File: src/rtl/r4u1_rom_pkg.sv
// Shared constants for the radix-4 unit-1 twiddle ROM: geometry, Q1.14 base table
// and the elaboration-time rescale to other coefficient widths.
package r4u1_rom_pkg;

   localparam int R4U1_ROM_DEPTH = 8;
   localparam int R4U1_ADDR_W    = 3;
   localparam int R4U1_BASE_FRAC = 14;

   // W_16^k = cos(2*pi*k/16) - j*sin(2*pi*k/16), k = 0..7, in Q1.14
   localparam int R4U1_BASE_RE [R4U1_ROM_DEPTH] =
      '{16384, 15137, 11585, 6270, 0, -6270, -11585, -15137};
   localparam int R4U1_BASE_IM [R4U1_ROM_DEPTH] =
      '{0, -6270, -11585, -15137, -16384, -15137, -11585, -6270};

   // Scale a Q1.14 value to 'frac' fractional bits, rounding half away from zero.
   function automatic int r4u1_rescale(input int base, input int frac);
      int sh;
      int mag;
      int res;
      if (frac >= R4U1_BASE_FRAC) begin
         res = base <<< (frac - R4U1_BASE_FRAC);
      end else begin
         sh  = R4U1_BASE_FRAC - frac;
         mag = (base < 0) ? -base : base;
         mag = (mag + (1 <<< (sh - 1))) >>> sh;
         res = (base < 0) ? -mag : mag;
      end
      return res;
   endfunction

endpackage

File: src/rtl/r4u1_twiddle_lut.sv
// Combinational twiddle table: addr -> {re, im} at COEF_WIDTH bits, all entries
// fixed at elaboration; zero latency, no backpressure.
module r4u1_twiddle_lut
   import r4u1_rom_pkg::*;
#(
   parameter int COEF_WIDTH = 16,
   parameter int COEF_FRAC  = COEF_WIDTH - 2
) (
   input  logic [R4U1_ADDR_W-1:0]  addr,
   output logic [2*COEF_WIDTH-1:0] coef
);

   function automatic logic [2*COEF_WIDTH-1:0] entry(input int k);
      int re;
      int im;
      re = r4u1_rescale(R4U1_BASE_RE[k], COEF_FRAC);
      im = r4u1_rescale(R4U1_BASE_IM[k], COEF_FRAC);
      return {re[COEF_WIDTH-1:0], im[COEF_WIDTH-1:0]};
   endfunction

   localparam logic [2*COEF_WIDTH-1:0] E0 = entry(0);
   localparam logic [2*COEF_WIDTH-1:0] E1 = entry(1);
   localparam logic [2*COEF_WIDTH-1:0] E2 = entry(2);
   localparam logic [2*COEF_WIDTH-1:0] E3 = entry(3);
   localparam logic [2*COEF_WIDTH-1:0] E4 = entry(4);
   localparam logic [2*COEF_WIDTH-1:0] E5 = entry(5);
   localparam logic [2*COEF_WIDTH-1:0] E6 = entry(6);
   localparam logic [2*COEF_WIDTH-1:0] E7 = entry(7);

   always_comb begin
      coef = '0;
      case (addr)
         3'd0: coef = E0;
         3'd1: coef = E1;
         3'd2: coef = E2;
         3'd3: coef = E3;
         3'd4: coef = E4;
         3'd5: coef = E5;
         3'd6: coef = E6;
         3'd7: coef = E7;
      endcase
   end

endmodule

File: src/rtl/r4u1_twiddle_rom.sv
// Registered twiddle ROM for radix-4 unit 1; latency 1 (2 with R4U1_ROM_OUT_REG_EN),
// no backpressure: every rd_en cycle is a lookup, data holds while rd_en is low.
module r4u1_twiddle_rom
   import r4u1_rom_pkg::*;
#(
   parameter int COEF_WIDTH = 16,
   parameter int COEF_FRAC  = COEF_WIDTH - 2
) (
   input  logic                    clk,
   input  logic                    rst_n,
   input  logic                    rd_en,
   input  logic [R4U1_ADDR_W-1:0]  rom_addr,
   output logic [2*COEF_WIDTH-1:0] rom_data,
   output logic                    rom_valid
);

   logic [2*COEF_WIDTH-1:0] lut_dat;
   logic [2*COEF_WIDTH-1:0] s1_dat;
   logic                    s1_vld;

   r4u1_twiddle_lut #(
      .COEF_WIDTH (COEF_WIDTH),
      .COEF_FRAC  (COEF_FRAC)
   ) u_lut (
      .addr (rom_addr),
      .coef (lut_dat)
   );

   always_ff @(posedge clk or negedge rst_n) begin
      if (!rst_n) begin
         s1_dat <= '0;
         s1_vld <= 1'b0;
      end else begin
         s1_vld <= rd_en;
         if (rd_en) s1_dat <= lut_dat;
      end
   end

`ifdef R4U1_ROM_OUT_REG_EN
   logic [2*COEF_WIDTH-1:0] s2_dat;
   logic                    s2_vld;

   always_ff @(posedge clk or negedge rst_n) begin
      if (!rst_n) begin
         s2_dat <= '0;
         s2_vld <= 1'b0;
      end else begin
         s2_vld <= s1_vld;
         if (s1_vld) s2_dat <= s1_dat;
      end
   end

   assign rom_data  = s2_dat;
   assign rom_valid = s2_vld;
`else
   assign rom_data  = s1_dat;
   assign rom_valid = s1_vld;
`endif

endmodule

File: config.mk
export PLATFORM = sky130hd
export DESIGN_NAME = r4u1_twiddle_rom
export DESIGN_NICKNAME = d
export VERILOG_FILES = /design/src/rtl/r4u1_rom_pkg.sv /design/src/rtl/r4u1_twiddle_lut.sv /design/src/rtl/r4u1_twiddle_rom.sv
export SDC_FILE = /design/constraint.sdc
export NUM_CORES = 1
export LEC_CHECK = 0
export CORE_ASPECT_RATIO = 0.9
export CORE_UTILIZATION = 25
export DETAILED_ROUTE_END_ITERATION = 6
export PLACE_DENSITY = 0.59
export SYNTH_ARGS = -nofsm -noshare
export SYNTH_HDL_FRONTEND = slang
export SYNTH_SLANG_ARGS = --single-unit
File: constraint.sdc
create_clock -name clk -period 0.9 [get_ports clk]
set_clock_uncertainty 0.05 [all_clocks]
set_input_delay 0.27 -clock clk [delete_from_list [all_inputs] [get_ports clk]]
set_output_delay 0.27 -clock clk [all_outputs]
set_load 0.03 [all_outputs]
==> out/qor.txt <==
DRT antenna net count -> 0
compound-gate portion of the synthesized area -> 6.91%
XOR/XNOR Fraction of Synth Area -> 0%
vias post-DR -> 778
min-delay src -> rd_en
mapped cell area -> 1030 um^2
hpwl dp -> 1.53 mm
power share of the sequential group -> 39.5%
CTS Buf Count -> 3
Tmin final -> 1180 ps
period utilisation layout -> 131%
final worst slack -> -278 ps
warnings from Yosys -> 0
DRC viols -> 0
fillers -> 367
Post-Route Setup TNS -> -7960 ps
#FFs+latches synth -> 19
pre-CTS setup slack -> -809 ps
largest family of logic cells by synthesized area -> buffers and inverters
area occupied by multi-input gates -> 409 um^2
initial antenna violation count -> 0
clk slew on worst S/H paths -> 70 ps
IO Port Bufs -> 37
Slowest-stage cell, CP -> dfrtp_2
Global Route Usage Sum -> 10.6%
run status -> finished with violations
sequential fraction of the synthesis area -> 46.1%
Yosys top cell area share -> 46.1%
DR WL met3 -> 116 um
initial core utilization -> 26.9%
P per Cell Area -> 1630 nW/um^2
switching power -> 899 uW
VDD IR max -> 0.000704 V
Critical Setup Path Class -> flip-flop to output port
1st-pass router iterations -> 2
Die Ht -> 63.0 um
DRT met1 WL -> 982 um
Crit Path Max Fanout -> 5
die area -> 4390 um^2
dpl cell area -> 1380 um^2
row count -> 21
highest metal used -> met4
Synth async-reset ratio -> 100%
GRT overflow -> 0
clock power share -> 22.3%
total power -> 2.65 mW
top-count cell post-synth -> dfrtp_1
routed vias/inst -> 4.32
CP required -> 580 ps
Comb pwr share -> 38.3%
TritonCTS clock tree -> built
# diodes -> 0
maximum level of the CTS H-tree -> 1
WL/cell -> 12.5 um
DRT iter0 DRCs -> 14
CP Data Arrival Time -> 860 ps
final setup violation count -> 34
Post-Route WL -> 2.24 mm
Post-Synth Adder-Cell Area -> 7.27%
top post-synthesis cells by count -> 19 x dfrtp_1, 16 x buf_4, 13 x nor2_1
syn nets -> 108
Leakage -> 0.759 nW
Reg-to-Reg Start -> rom_data[4]$_DFFE_PN0P_
EDFF count, synth -> 0
Critical Path Max Stage Delay -> 450 ps
Final Cell Area -> 1620 um^2
kind of start point of the critical path -> flip-flop
largest net degree at the start of global routing -> 20
fmax -> 849 MHz
unrepaired setup endpoints after global routing -> yes
area delta synth->final -> 57.1%
routed wl met2 -> 1.12 mm
layout cell share with drive strength beyond 1 -> 56.7%
Netlist cell types -> 18
clock latency on the worst-skew pair -> 260 ps
# nets final -> 147
CP bufs+invs -> 1
failing checks -> setup timing
IO Pins -> 39
dominant cells by area after synthesis -> dfrtp_1 46%, mux2i_1 12%, buf_4 12%, ha_1 7.3%, a21oi_1 4.8%
Cell Chain, Critical Path -> buf_6
top_reg_cell synth -> dfrtp_1
clock root cell -> clkbuf_8
first-pass GRT wire length -> 3.58 mm
Internal -> 1.75 mW
most area-hungry cell type in the Yosys netlist -> dfrtp_1
simple-gate share of the synthesized area -> 7.52%
min-delay worst type -> input port to flip-flop
final estimated routing congestion in global placement -> 0.693
mux cell area share after synthesis -> 14.9%
max cap viols -> 0
crit path from -> rom_data[4]$_DFFE_PN0P_
fin util -> 42.3%
number of global-route vias before repair -> 759
Sink Count -> 19
Final Slew Violations -> 0
Final Hold Fails -> 0
Setup crit end kind -> output port
Net Sw Frac -> 34.0%
Largest delay share family, worst path -> flip-flops
Die W -> 69.7 um
Reg area -> 492 um^2
synthesized instance count -> 96
R2R Setup Slk -> -80 ps
clock buffer depth -> 2
CORE AREA -> 3840 um^2
syn avg cell area -> 10.8 um^2
CTS Hold Bufs -> 0
==> layout make-up <==
type | instances | share of cell area (%)
timing repair buffer | 53 | 36.3
clock buffer | 4 | 2.78
sequential | 19 | 30.3
multi-input combinational | 53 | 25.2
inverter | 5 | 1.77
tap | 46 | 3.55
==> metrics by stage <==
step	std cells	hold WS, ps
floorplan	96	-75.6
global placement	170	455
detailed placement	170	461
CTS	178	282
global route	180	289
finish	180	276
==> state kept, by name, indices dropped and copies added (netlist names) <==
signal	flops
rom_data	18
rom_valid	1
==> cells by family after synthesis <==
kind of cell | after synthesis
buffers and inverters | 24
DFF | 19
and+or+nand+nor | 18
muxes | 15
AOI/OAI and AO/OA | 13
adders and majority gates | 6
other | 1
==> power by group through the flow <==
stage	clock (mW)	combinational, mW	sequential [mW]
after floorplan	0	0.460	1.21
after global placement	0	0.854	1.03
after detailed placement	0	0.859	1.03
after CTS	0.608	0.978	1.04
after global routing	0.648	1.07	1.06
final	0.590	1.01	1.04
==> timing repair <==
action	in CTS	in global routing
endpoints found under the hold margin	0	0
pin swaps	5	3
setup buffers	3	3
cloned	1	0
endpoints found under the setup margin	50	43
resized for setup	47	10
==> metal layers <==
| metal | vias up | global-route usage [%] |
|---|---|---|
| li1 | 376 | - |
| met1 | 372 | 13.1 |
| met2 | 26 | 17.6 |
| met3 | 4 | 2.74 |
| met4 | 0 | 4.50 |
| met5 | - | 0 |
==> cell usage in the layout, fill, tap and decap left out, drive strengths merged <==
cell type / instances
a21oi: 10
a31o: 1
a31oi: 2
buf: 51
clkbuf: 4
clkdlybuf4s15: 1
clkdlybuf4s50: 1
conb: 1
dfrtp: 19
ha: 6
inv: 5
mux2: 3
mux2i: 12
nand2: 1
nand2b: 2
nor2: 13
nor2b: 1
or2: 1
==> final timing paths <==
check / endpoint / depth (start not counted)
max: rom_data[3] / 1
min: rom_valid$_DFF_PN0_ / 1
min in group asynchronous: rom_data[26]$_DFFE_PN0P_ / 2
max in group asynchronous: rom_data[15]$_DFFE_PN0P_ / 2
min reg2reg: rom_data[27]$_DFFE_PN0P_ / 1
max reg2reg: rom_data[4]$_DFFE_PN0P_ / 4
Note: power is estimated with default switching activity, not from simulation.
